===== config.mk =====
export PLATFORM = sky130hd
export DESIGN_NAME = prog_loader
export DESIGN_NICKNAME = d
export VERILOG_FILES = /design/src/rtl/prog_loader_pkg.sv /design/src/rtl/prog_loader_wordpack.sv /design/src/rtl/prog_loader.sv
export SDC_FILE = /design/constraint.sdc
export NUM_CORES = 1
export LEC_CHECK = 0
export ABC_CLOCK_PERIOD_IN_PS = 2750
export CAP_MARGIN = 20
export CORE_MARGIN = 2
export CORE_UTILIZATION = 50
export DETAILED_ROUTE_END_ITERATION = 8
export PLACE_DENSITY_LB_ADDON = 0.15
export SKIP_CTS_REPAIR_TIMING = 1
export SYNTH_ARGS = -nofsm -noshare
export SYNTH_HDL_FRONTEND = slang
export SYNTH_SLANG_ARGS = --single-unit
export TNS_END_PERCENT = 20

===== constraint.sdc =====
create_clock -name clk -period 2.75 [get_ports clk]
set_clock_uncertainty 0.05 [all_clocks]
set_input_delay 0.55 -clock clk [delete_from_list [all_inputs] [get_ports clk]]
set_output_delay 0.55 -clock clk [all_outputs]
set_load 0.1 [all_outputs]

===== src/rtl/prog_loader_pkg.sv =====
// Shared definitions for the instruction-memory loader:
// FSM state encoding, frame field order and checksum step.
package prog_loader_pkg;

    // FSM state encoding (4-bit)
    localparam logic [3:0] ST_IDLE    = 4'd0;
    localparam logic [3:0] ST_LEN_HI  = 4'd1;
    localparam logic [3:0] ST_LEN_LO  = 4'd2;
    localparam logic [3:0] ST_DATA_HI = 4'd3;
    localparam logic [3:0] ST_DATA_LO = 4'd4;
    localparam logic [3:0] ST_WRITE   = 4'd5;
    localparam logic [3:0] ST_CHK     = 4'd6;
    localparam logic [3:0] ST_DONE    = 4'd7;
    localparam logic [3:0] ST_ERR     = 4'd8;

    // Frame field order on the byte stream
    typedef enum logic [2:0] {
        FLD_LEN_HI,
        FLD_LEN_LO,
        FLD_DATA_HI,
        FLD_DATA_LO,
        FLD_CHK
    } frame_field_e;

    // Checksum: XOR of every DATA byte, length bytes excluded
    function automatic logic [7:0] chk_step(
        input logic [7:0] acc,
        input logic [7:0] b
    );
        return acc ^ b;
    endfunction

    // States that accept a stream byte
    function automatic logic st_rx(input logic [3:0] st);
        return st inside {ST_LEN_HI, ST_LEN_LO, ST_DATA_HI,
                          ST_DATA_LO, ST_CHK};
    endfunction

    // States that count as a load in progress
    function automatic logic st_busy(input logic [3:0] st);
        return !(st inside {ST_IDLE, ST_DONE, ST_ERR});
    endfunction

endpackage


===== src/rtl/prog_loader_wordpack.sv =====
// Byte-pair assembly register and running XOR checksum.
// Ports: clk, rst, clr (clear checksum), hi_en/lo_en (latch din), word, acc.
module prog_loader_wordpack
    import prog_loader_pkg::*;
(
    input  logic        clk,
    input  logic        rst,
    input  logic        clr,
    input  logic        hi_en,
    input  logic        lo_en,
    input  logic [7:0]  din,
    output logic [15:0] word,
    output logic [7:0]  acc
);

    always_ff @(posedge clk) begin
        if (rst) begin
            word <= '0;
            acc  <= '0;
        end else begin
            if (clr) begin
                acc <= '0;
            end else if (hi_en || lo_en) begin
                acc <= chk_step(acc, din);
            end
            if (hi_en) word[15:8] <= din;
            if (lo_en) word[7:0]  <= din;
        end
    end

endmodule


===== src/rtl/prog_loader.sv =====
// Framed byte stream -> instruction memory writer; holds the core in reset
// until a load completes with a good checksum.
// Ports: clk, rst, i_start, i_byte/i_byte_valid/o_byte_ready (stream),
//        o_wr/o_waddr/o_wdata (rom write port), o_cpu_rst, o_busy,
//        o_done, o_err, o_count.
module prog_loader
    import prog_loader_pkg::*;
#(
    parameter int   ROM_AWIDTH  = 8,
    parameter logic CPU_RST_POL = 1'b0
) (
    input  logic                  clk,
    input  logic                  rst,
    input  logic                  i_start,
    input  logic [7:0]            i_byte,
    input  logic                  i_byte_valid,
    output logic                  o_byte_ready,
    output logic                  o_wr,
    output logic [ROM_AWIDTH-1:0] o_waddr,
    output logic [15:0]           o_wdata,
    output logic                  o_cpu_rst,
    output logic                  o_busy,
    output logic                  o_done,
    output logic                  o_err,
    output logic [ROM_AWIDTH:0]   o_count
);

    localparam logic [16:0] MAX_N = 17'd1 << ROM_AWIDTH;

    logic [3:0]            state, state_nx;
    logic [7:0]            len_hi;
    logic [15:0]           len;
    logic [ROM_AWIDTH-1:0] addr;
    logic [ROM_AWIDTH:0]   count;
    logic [ROM_AWIDTH:0]   cnt_nx;
    logic [15:0]           n_rx;
    logic [7:0]            acc;
    logic                  xfer;
    logic                  can_start;
    logic                  last;

    assign xfer      = i_byte_valid && o_byte_ready;
    assign can_start = i_start &&
                       (state inside {ST_IDLE, ST_DONE, ST_ERR});
    assign n_rx      = {len_hi, i_byte};
    assign cnt_nx    = count + 1'b1;
    assign last      = 17'(cnt_nx) == {1'b0, len};

    always_comb begin
        state_nx = state;
        if (can_start) begin
            state_nx = ST_LEN_HI;
        end else begin
            unique case (state)
                ST_LEN_HI:  if (xfer) state_nx = ST_LEN_LO;
                ST_LEN_LO: begin
                    if (xfer) begin
                        if (n_rx == 16'd0)
                            state_nx = ST_CHK;
                        else if ({1'b0, n_rx} > MAX_N)
                            state_nx = ST_ERR;
                        else
                            state_nx = ST_DATA_HI;
                    end
                end
                ST_DATA_HI: if (xfer) state_nx = ST_DATA_LO;
                ST_DATA_LO: if (xfer) state_nx = ST_WRITE;
                ST_WRITE:   state_nx = last ? ST_CHK : ST_DATA_HI;
                ST_CHK: begin
                    if (xfer)
                        state_nx = (i_byte == acc) ? ST_DONE : ST_ERR;
                end
                ST_IDLE, ST_DONE, ST_ERR: state_nx = state;
                default:    state_nx = ST_IDLE;
            endcase
        end
    end

    // Status outputs are registered from the next state so they line up
    // with the state register itself.
    always_ff @(posedge clk) begin
        if (rst) begin
            state        <= ST_IDLE;
            len_hi       <= '0;
            len          <= '0;
            addr         <= '0;
            count        <= '0;
            o_wr         <= 1'b0;
            o_byte_ready <= 1'b0;
            o_busy       <= 1'b0;
            o_done       <= 1'b0;
            o_err        <= 1'b0;
            o_cpu_rst    <= CPU_RST_POL;
        end else begin
            state        <= state_nx;
            o_wr         <= state_nx == ST_WRITE;
            o_byte_ready <= st_rx(state_nx);
            o_busy       <= st_busy(state_nx);
            o_done       <= state_nx == ST_DONE;
            o_err        <= state_nx == ST_ERR;
            o_cpu_rst    <= (state_nx == ST_DONE) ? ~CPU_RST_POL
                                                  : CPU_RST_POL;
            if (can_start) begin
                addr  <= '0;
                count <= '0;
            end
            if (state == ST_LEN_HI && xfer) len_hi <= i_byte;
            if (state == ST_LEN_LO && xfer) len    <= n_rx;
            if (state == ST_WRITE) begin
                addr  <= addr + 1'b1;
                count <= cnt_nx;
            end
        end
    end

    prog_loader_wordpack u_pack (
        .clk   (clk),
        .rst   (rst),
        .clr   (can_start),
        .hi_en (state == ST_DATA_HI && xfer),
        .lo_en (state == ST_DATA_LO && xfer),
        .din   (i_byte),
        .word  (o_wdata),
        .acc   (acc)
    );

    assign o_waddr = addr;
    assign o_count = count;

endmodule


==> flow_metrics.py <==
metrics = {
    "status": {
        "status": "complete, no violations",
    },
    "setup_path": {
        "worst_ep_arrival_time_ns": 2.70,
        "r2r-start": "o_count[0]",
        "rr_worst_depth": 8,
        "worstSetupStartpoint": "i_byte[4]",
        "crit_path_max_fanout": 5,
        "start_kind": "primary input",
        "crit_type": "primary input to flip-flop",
        "cp.required_ns": 2.94,
        "worst_setup_path_end_kind": "flip-flop",
    },
    "synthesis": {
        "yosys.area.top_type_share_pct": 39.65,
        "synth_area_leaders": "dfxtp_1, nand2_1, a21oi_1, xor2_1, nor2_1",
        "ys.flop_type": "dfxtp_1",
        "synth_commonest_cells": "dfxtp_1, nand2_1, nor2_1",
        "syn_area_um2": 3736,
        "synth-edff-count": 0,
        "avgSynthCellArea_um2": 8.211,
        "synth.largest_area_cell": "dfxtp_1",
        "ys_async_sr_fraction_pct": 0,
        "syn_nets": 469,
        "ys_seq_area_share_pct": 39.65,
        "yosys_warnings": 0,
        "synth.distinct_cells": 63,
        "syn_inst": 455,
        "ys_seq_elements": 74,
        "yosysMostFrequentCell": "dfxtp_1",
    },
    "timing": {
        "finalCriticalPeriod_ns": 2.508,
        "tightestPinTransition_ns": 0.5969,
        "rsz0062_at_grt": "false",
        "timing.fmax_mhz": 398.8,
        "fin_tns_setup_ns": 0,
        "fin_crit_sh_pct": 91.18,
        "final_hold_viol_count": 0,
        "final_max_slew_viol_count": 0,
        "slew_headroom_pct": 59.94,
        "setup_violations": 0,
    },
    "finish": {
        "design_area_um2": 4558,
        "finalNetCount": 521,
        "antennaDiodeCount": 0,
        "fin_cells": 611,
        "fin_util_pct": 62.84,
        "multiInputGateArea_um2": 2062,
        "drive_gt1_share_pct": 20.12,
        "seq_area_um2": 1484,
        "fill_cells": 665,
        "syn_to_final_growth_pct": 22.00,
    },
    "floorplan": {
        "dieArea_um2": 8179,
        "fp.dieH_um": 90.44,
        "rows": 31,
        "ios": 51,
        "core_um2": 7253,
        "die_width_um": 90.44,
        "initial_utilization_pct": 51.51,
    },
    "place": {
        "hpwl_um": 6412,
        "dp.cells": 595,
        "port_buffers": 50,
        "dpl_cell_area_um2": 4282,
        "place.gp.congestion": 0.8915,
    },
    "worst_hold_path": {
        "min_from": "rst",
        "hold_path_class": "primary input to flip-flop",
        "whs_path_depth": 2,
    },
    "routing": {
        "detail-route-antenna-nets": 0,
        "drt_iter0_drc": 150,
        "wl_per_cell_um": 14.55,
        "avgViaCountPerCell": 5.538,
        "drt_pass1_iterations": 4,
        "drcViolationCount": 0,
        "drt-total-wl_um": 8893,
        "vias": 3384,
    },
    "global_routing": {
        "grt_max_degree": 39,
        "grt_antenna_before_repair": 0,
        "grt_pass1_wl_um": 14990,
        "grt.total_usage_pct": 22.76,
        "grt_pass1_vias": 3183,
        "grt_overflow": 0,
    },
    "cts": {
        "clk_path_buf_depth": 2,
        "clk_latency_ns": 0.36,
        "clk_pin_slew_ns": 0.08,
        "clock_tree.htree_level_count": 3,
        "cts_tree": "done",
        "cts_buffers": 9,
        "cts_root_buf": "clkbuf_8",
        "cts.sinks": 74,
    },
    "power_and_ir_drop": {
        "ir_worst_vdd_v": 0.0003310,
        "power_density_nw_per_um2": 548.6,
        "power_leakage_nw": 1.794,
    },
    "flow_run": {
        "max_cap_viol_count": 0,
    },
}
## power by group
part	internal (mW)	total [mW]	switching [mW]	leakage [nW]
clock network	0.705	1.16	0.452	0.136
registers	1.08	1.10	0.0179	0.598
logic	0.0853	0.243	0.158	1.06
## area by class of cell
cell class	count	area share, %
clock buffers	9	2.718
clock inverters	7	3.267
inverters	6	0.4941
multi-input cells	340	45.24
flip-flops and latches	74	32.56
well taps	99	2.718
repair buffers	76	13.01
## cell usage in the layout, fill, tap and decap left out, types with 5 or more instances in the layout
cell             Yosys  layout
clkdlybuf4s50_1      0      10
nand2b_1             7       7
xor2_1              21      21
o21ai_0             11      11
a21oi_1             44      44
dfxtp_1             74      72
mux2i_1             16      16
nor3_1              10      10
or3_1                5       5
nand3_1             17      17
nand2_1             70      70
inv_1                6       6
xnor2_1              5       5
nand4_1              6       6
nor4_1               8       8
clkbuf_8             0       9
nor2_1              48      48
buf_4                4      65
nor2b_1              5       5
## logic make-up after synthesis
family / synth area share, %
xor gates and xnor gates: 6.095
adders and majority gates: 0.6697
AOI/OAI and AO/OA: 14.60
and+or+nand+nor: 29.44
DFF: 39.65
buffers and inverters: 5.258
muxes: 4.287
## worst paths after layout
check,slack [ns],to
max,0.24,o_busy
min reg2reg,0.41,len[13]
min,0.40,o_waddr[6]
max reg2reg,0.29,o_busy
## registers in the layout, summed over array words and instances, names as in the netlist
signal	flops
o_err	1
u_pack.word	16
state	4
u_pack.acc	8
o_wr	1
o_byte_ready	1
o_waddr	8
o_cpu_rst	1
len	16
o_busy	1
o_count	9
len_hi	8
## per-layer routing
metal | vias up | track usage [%] | share of wire [%]
li1 | 1686 | - | -
met1 | 1589 | 28.44 | 45
met2 | 85 | 37.09 | 48
met3 | 24 | 4.257 | 3.9
met4 | 0 | 12.56 | 3.4
met5 | - | 0 | 0
## stage by stage
stage | power, mW | hold WS [ns] | setup WS (ns)
2_1_floorplan | 1.286 | 0.3860 | 0.02222
3_3_place_gp | 1.363 | 0.3964 | 0.02182
4_1_cts | 2.508 | 0.3930 | 0.2126
6_report | 2.501 | 0.3957 | 0.2425
3_5_place_dp | 1.366 | 0.3996 | -0.09641
5_1_grt | 2.588 | 0.4074 | 0.04032
## worst max-delay path: stages
cell             delay (ns)
clkdlybuf4s50_1        0.51
nor4_2                 0.36
a21boi_1               0.15
o311a_1                0.36
nor4_1                 0.24
inv_1                  0.14
nor3b_1                0.31
nor4_2                 0.08
Power figures use the tool's default switching activity.
